==> src/rtl/sa2_operand_loader.sv <==
// Operand loader for the 2x2 systolic convolution array: captures a 25-byte
// frame (4x4 tile, then 3x3 filter) and holds the array enabled until done.
module sa2_operand_loader #(
  parameter int TIMEOUT = 64,
  parameter int DATA_W  = 8
) (
  input  logic              clk,
  input  logic              rst,
  input  logic              in_valid,
  input  logic [DATA_W-1:0] in_data,
  output logic              in_ready,
  input  logic              flush,
  input  logic              done_sa2,
  output logic              active_sa2,
  output logic [DATA_W-1:0] a11,
  output logic [DATA_W-1:0] a12,
  output logic [DATA_W-1:0] a13,
  output logic [DATA_W-1:0] a14,
  output logic [DATA_W-1:0] a21,
  output logic [DATA_W-1:0] a22,
  output logic [DATA_W-1:0] a23,
  output logic [DATA_W-1:0] a24,
  output logic [DATA_W-1:0] a31,
  output logic [DATA_W-1:0] a32,
  output logic [DATA_W-1:0] a33,
  output logic [DATA_W-1:0] a34,
  output logic [DATA_W-1:0] a41,
  output logic [DATA_W-1:0] a42,
  output logic [DATA_W-1:0] a43,
  output logic [DATA_W-1:0] a44,
  output logic [DATA_W-1:0] b11,
  output logic [DATA_W-1:0] b12,
  output logic [DATA_W-1:0] b13,
  output logic [DATA_W-1:0] b21,
  output logic [DATA_W-1:0] b22,
  output logic [DATA_W-1:0] b23,
  output logic [DATA_W-1:0] b31,
  output logic [DATA_W-1:0] b32,
  output logic [DATA_W-1:0] b33,
  output logic              busy,
  output logic              timeout_err
);

  typedef enum logic [1:0] {IDLE, LOAD, RUN} state_t;

  localparam logic [4:0] LAST_BYTE = 5'd24;
  localparam logic [7:0] WD_LAST   = 8'(TIMEOUT - 1);

  state_t            state;
  logic [4:0]        cnt;
  logic [7:0]        wd;
  logic [DATA_W-1:0] opnd [25];

  assign in_ready = (state != RUN);
  assign busy     = (state != IDLE);

  always_ff @(posedge clk or negedge rst) begin
    if (!rst) begin
      state       <= IDLE;
      cnt         <= '0;
      wd          <= '0;
      active_sa2  <= 1'b0;
      timeout_err <= 1'b0;
      for (int i = 0; i < 25; i++) opnd[i] <= '0;
    end else begin
      case (state)
        IDLE: begin
          if (in_valid) begin
            opnd[0]     <= in_data;
            cnt         <= 5'd1;
            timeout_err <= 1'b0;
            state       <= LOAD;
          end
        end
        LOAD: begin
          // flush wins over a same-cycle byte; stale operands are left in place
          if (flush) begin
            cnt   <= '0;
            state <= IDLE;
          end else if (in_valid) begin
            opnd[cnt] <= in_data;
            if (cnt == LAST_BYTE) begin
              cnt        <= '0;
              wd         <= '0;
              active_sa2 <= 1'b1;
              state      <= RUN;
            end else begin
              cnt <= cnt + 5'd1;
            end
          end
        end
        RUN: begin
          // done takes precedence over a watchdog expiry in the same cycle
          if (done_sa2) begin
            active_sa2 <= 1'b0;
            wd         <= '0;
            state      <= IDLE;
          end else if (wd == WD_LAST) begin
            active_sa2  <= 1'b0;
            wd          <= '0;
            timeout_err <= 1'b1;
            state       <= IDLE;
          end else begin
            wd <= wd + 8'd1;
          end
        end
        default: state <= IDLE;
      endcase
    end
  end

  assign a11 = opnd[0];
  assign a12 = opnd[1];
  assign a13 = opnd[2];
  assign a14 = opnd[3];
  assign a21 = opnd[4];
  assign a22 = opnd[5];
  assign a23 = opnd[6];
  assign a24 = opnd[7];
  assign a31 = opnd[8];
  assign a32 = opnd[9];
  assign a33 = opnd[10];
  assign a34 = opnd[11];
  assign a41 = opnd[12];
  assign a42 = opnd[13];
  assign a43 = opnd[14];
  assign a44 = opnd[15];
  assign b11 = opnd[16];
  assign b12 = opnd[17];
  assign b13 = opnd[18];
  assign b21 = opnd[19];
  assign b22 = opnd[20];
  assign b23 = opnd[21];
  assign b31 = opnd[22];
  assign b32 = opnd[23];
  assign b33 = opnd[24];

endmodule
==> config.mk <==
export PLATFORM = sky130hd
export DESIGN_NAME = sa2_operand_loader
export DESIGN_NICKNAME = d
export VERILOG_FILES = /design/src/rtl/sa2_operand_loader.sv
export SDC_FILE = /design/constraint.sdc
export NUM_CORES = 1
export LEC_CHECK = 0
export CORE_UTILIZATION = 40
export DETAILED_ROUTE_END_ITERATION = 8
export PLACE_DENSITY_LB_ADDON = 0.3
export RECOVER_POWER = 50
export SLEW_MARGIN = 10
export SYNTH_ARGS = -nofsm -noshare
export SYNTH_HDL_FRONTEND = slang
export SYNTH_SLANG_ARGS = --single-unit
==> constraint.sdc <==
create_clock -name clk -period 2.3 [get_ports clk]
set_clock_uncertainty 0.2 [all_clocks]
set_input_delay 0.46 -clock clk [delete_from_list [all_inputs] [get_ports clk]]
set_output_delay 0.46 -clock clk [all_outputs]
set_load 0.02 [all_outputs]
==> run summary <==
The run finished with clean final reports. For this run, the top clock speed supported by timing is 450.9 MHz. The number of cells on the critical path was 1; the via count was 5635. The startpoint of the lowest-slack register-to-register path is state[1]. The width of the die came out at 148.1 um. The relative slew slack is 30.04%, and the number of instances on the worst hold path is 1. The number of buffers and inverters on the critical path was 1; the filler cell count was 1676. The tools report the number of max-slew violations in the final report as 0.

Final critical path time including I/O delays and setup: 2.218 ns. Setup repair after global routing left no endpoint under its margin. The tools report the launch point of the worst hold path as b11[2]. The logs give 829 for the net total in the final layout and 217 for the clock sink count. The endpoint arrival time on the critical path is 1.56 ns. The multi-input logic area was 0.002960 mm2; the starting DRC count in detailed routing was 160. The area overhead of the layout relative to synthesis works out to 41.27%. The first global-routing pass estimated 36.36 mm of wire. The number of H-tree levels was 1. The post-synthesis net count was 581. In the layout the commonest cells are dfrtp_1 (216), clkdlybuf4s50_1 (213), mux2_2 (194). The tools report the number of global-route vias before repair as 6159. After detailed routing, the average wire length per cell comes to 21.15 um. End point of the worst hold path: b11[2]. Root buffer selected by CTS: clkbuf_16.

In this run the vertical extent of the chip is 148.1 um. The synthesized design contains 217 register bits. The most common cell after layout, fill and taps aside was dfrtp_1. Type of the worst setup path: flip-flop to primary output. The run gives 0 as the number of setup violations in the final report.

The slew at the pin closest to its max-slew limit came out at 1.049 ns. The cell count after synthesis is 563, and the starting density of the core is 40.74%. The routed design has 23.35 mm of wire. The number of top-level design ports was 217; the number of synthesized flops with an enable pin was 0. In this run the post-CTS setup repair buffer count came out at 0. The fraction of synthesis flops using an asynchronous set or reset pin was 100.0%; the count of antenna-violating nets left after detailed routing was 0. Dividing total power by cell area gives a power density of 842.1 mW/mm2. Clock tree synthesis inserted a total of 24 buffers. The minimum hold slack was 0.2978 ns.

The depth of the worst register-to-register path was 4. The largest delay contributor family on the critical path is buffers and inverters. TritonCTS built the clock tree. The logs give 0.01206 mm2 for the design area and 0.01130 mm2 for the total placed instance area. Summing all flip-flop and latch instances after layout gives 0.005431 mm2. The maximum single-stage delay on the critical path was 0.69 ns. The kind of end point of the critical path was a primary output. The tools report the number of warning messages in the yosys log as 0. Worst setup slack before clock tree synthesis: -0.3019 ns.

The initialized floorplan defines 53 standard-cell rows. The run gives 70 as the pin count of the biggest net entering global routing. Summing every instance area after synthesis gives 0.008537 mm2. The worst register-to-register path ends at b13[2].

The pre-antenna-repair detailed-routing pass consisted of 4 iterations. Initial antenna violation count: 0. The most used flip-flop cell after synthesis is dfrtp_1.

The unique cell type count in the Yosys netlist was 37. The utilization of the core after routing is 57.55%. Clock-pin slew was measured on the worst setup and hold paths at 0.06 ns. STA classifies the critical path startpoint as a flip-flop. For the weighted congestion at the end of routability-driven global placement, the log shows 0.8262. The cell at the slowest stage of the critical path is clkdlybuf4s50_1. Max-cap violations in this run came to 0. The logs give 5.782 nW for the leakage dissipation and 0.5229 mV for the worst-case vdd ir drop. Summed over all layers, the global routing overflow is 0. The placeable core region was 0.02096 mm2; the remaining routing DRC violations was 0.

The min-delay analysis places its worst path in the category flip-flop to flip-flop. The number of hold violations in the final report was 0; the clock insertion delay at the later pin of the skew report was 0.52 ns. The register-to-register setup slack is 0.12 ns, and the post-detailed-route via-to-cell ratio is 5.104. For the post-DP HPWL, the log shows 15.45 mm. The least setup slack across all paths after layout was 0.08233 ns.

Along the worst path, the maximum fanout reaches 2. The mean cell area of the mapped netlist was 15.16 um2; the count of buffers from port buffering was 216. The global routing usage summed across all routing layers came out at 21.76%.

The logs give 63.61% for the sequential element share of the synthesized area and 0 for the count of antenna diodes in the layout. At the worst endpoint, the required time is 1.64 ns. The layout cell share with drive strength beyond 1 was 33.90%; the post-route fraction of the period consumed by the critical path was 96.42%. The clock passes through at most 3 buffers.

The critical path goes through clkdlybuf4s50_1. The floorplan step defined a die boundary enclosing 0.02193 mm2.
## how the worst max path moves through the flow
stage,start,end,slack [ns]
after floorplan,cnt[0],a21[0],0.44
after global placement,flush,b32[4],-0.24
after detailed placement,flush,a34[1],-0.30
after CTS,state[0],in_ready,0.008
after global routing,state[1],b13[3],0.02
final,a12[0],a12[0],0.08
## layer usage
metal / routed length [um] / track usage [%] / up-vias
met2: 11800 / 38.50 / 166
li1: - / - / 2481
met1: 9554 / 26.34 / 2944
met3: 1292 / 4.693 / 44
met5: 0 / 0 / -
met4: 705 / 7.062 / 0
## cells in the mapped netlist, types with 2 or more instances
cell type | number | share of area [%]
and2_1 | 3 | 0.22
a31oi_1 | 3 | 0.22
nor3_1 | 5 | 0.29
xnor2_1 | 3 | 0.31
nor3b_2 | 3 | 0.44
nand2b_1 | 2 | 0.15
nand3_1 | 5 | 0.29
dfrtp_1 | 217 | 64
and3b_1 | 2 | 0.21
a21o_1 | 2 | 0.18
mux2_2 | 194 | 26
o21ai_0 | 9 | 0.53
mux2_1 | 6 | 0.79
nand2_1 | 21 | 0.92
inv_1 | 4 | 0.18
clkbuf_1 | 17 | 0.75
ha_1 | 5 | 0.73
buf_2 | 10 | 0.59
nor2_1 | 8 | 0.35
and4b_1 | 2 | 0.23
a21oi_1 | 8 | 0.47
nor3b_1 | 2 | 0.18
nand2_2 | 18 | 1.3
## report_power, final
part           switching, mW  internal, mW  total (mW)
registers              0.211          4.15        4.37
clock network           1.54          2.49        4.03
logic                  0.903         0.859        1.76
## through the flow
stage | power (mW) | std cells | TNS (ns)
2_1_floorplan | 5.202 | 563 | 0
3_3_place_gp | 6.175 | 1059 | -27.62
3_5_place_dp | 6.233 | 1059 | -35.14
5_1_grt | 10.56 | 1104 | 0
6_report | 10.16 | 1104 | 0
4_1_cts | 10.28 | 1104 | 0
## worst reg2reg max path, delay by kind of cell, from the launching register on
| kind | cells | cell delay (ns) |
|---|---|---|
| flops | 1 | 0.45 |
| simple gates | 3 | 1.07 |
| mux | 1 | 0.37 |
## timing repair
action                     4_1_cts  5_1_grt
gates resized for setup          3        3
hold endpoints to repair        62        0
hold buffers                     1        0
setup endpoints to repair        2        2
## final cells by class
class                           count  share of cell area, %
Tap cell                          275                  2.853
Clock buffer                       36                  5.934
Multi-Input combinational cell    315                  24.55
Timing Repair Buffer              249                  20.43
Clock inverter                      8                  1.079
Sequential cell                   217                  45.04
Inverter                            4                 0.1245
## cells by family after synthesis
kind of cell | count (synthesis) | synth area share, %
flip-flops | 217 | 63.61
multiplexers | 200 | 26.38
AND/OR/NAND/NOR | 77 | 5.203
buffers and inverters | 31 | 1.510
AO/OA/AOI/OAI | 29 | 2.155
adder cells (fa/ha/maj) | 5 | 0.7328
XOR/XNOR | 4 | 0.4105
Note: power is estimated with default switching activity, not from simulation.
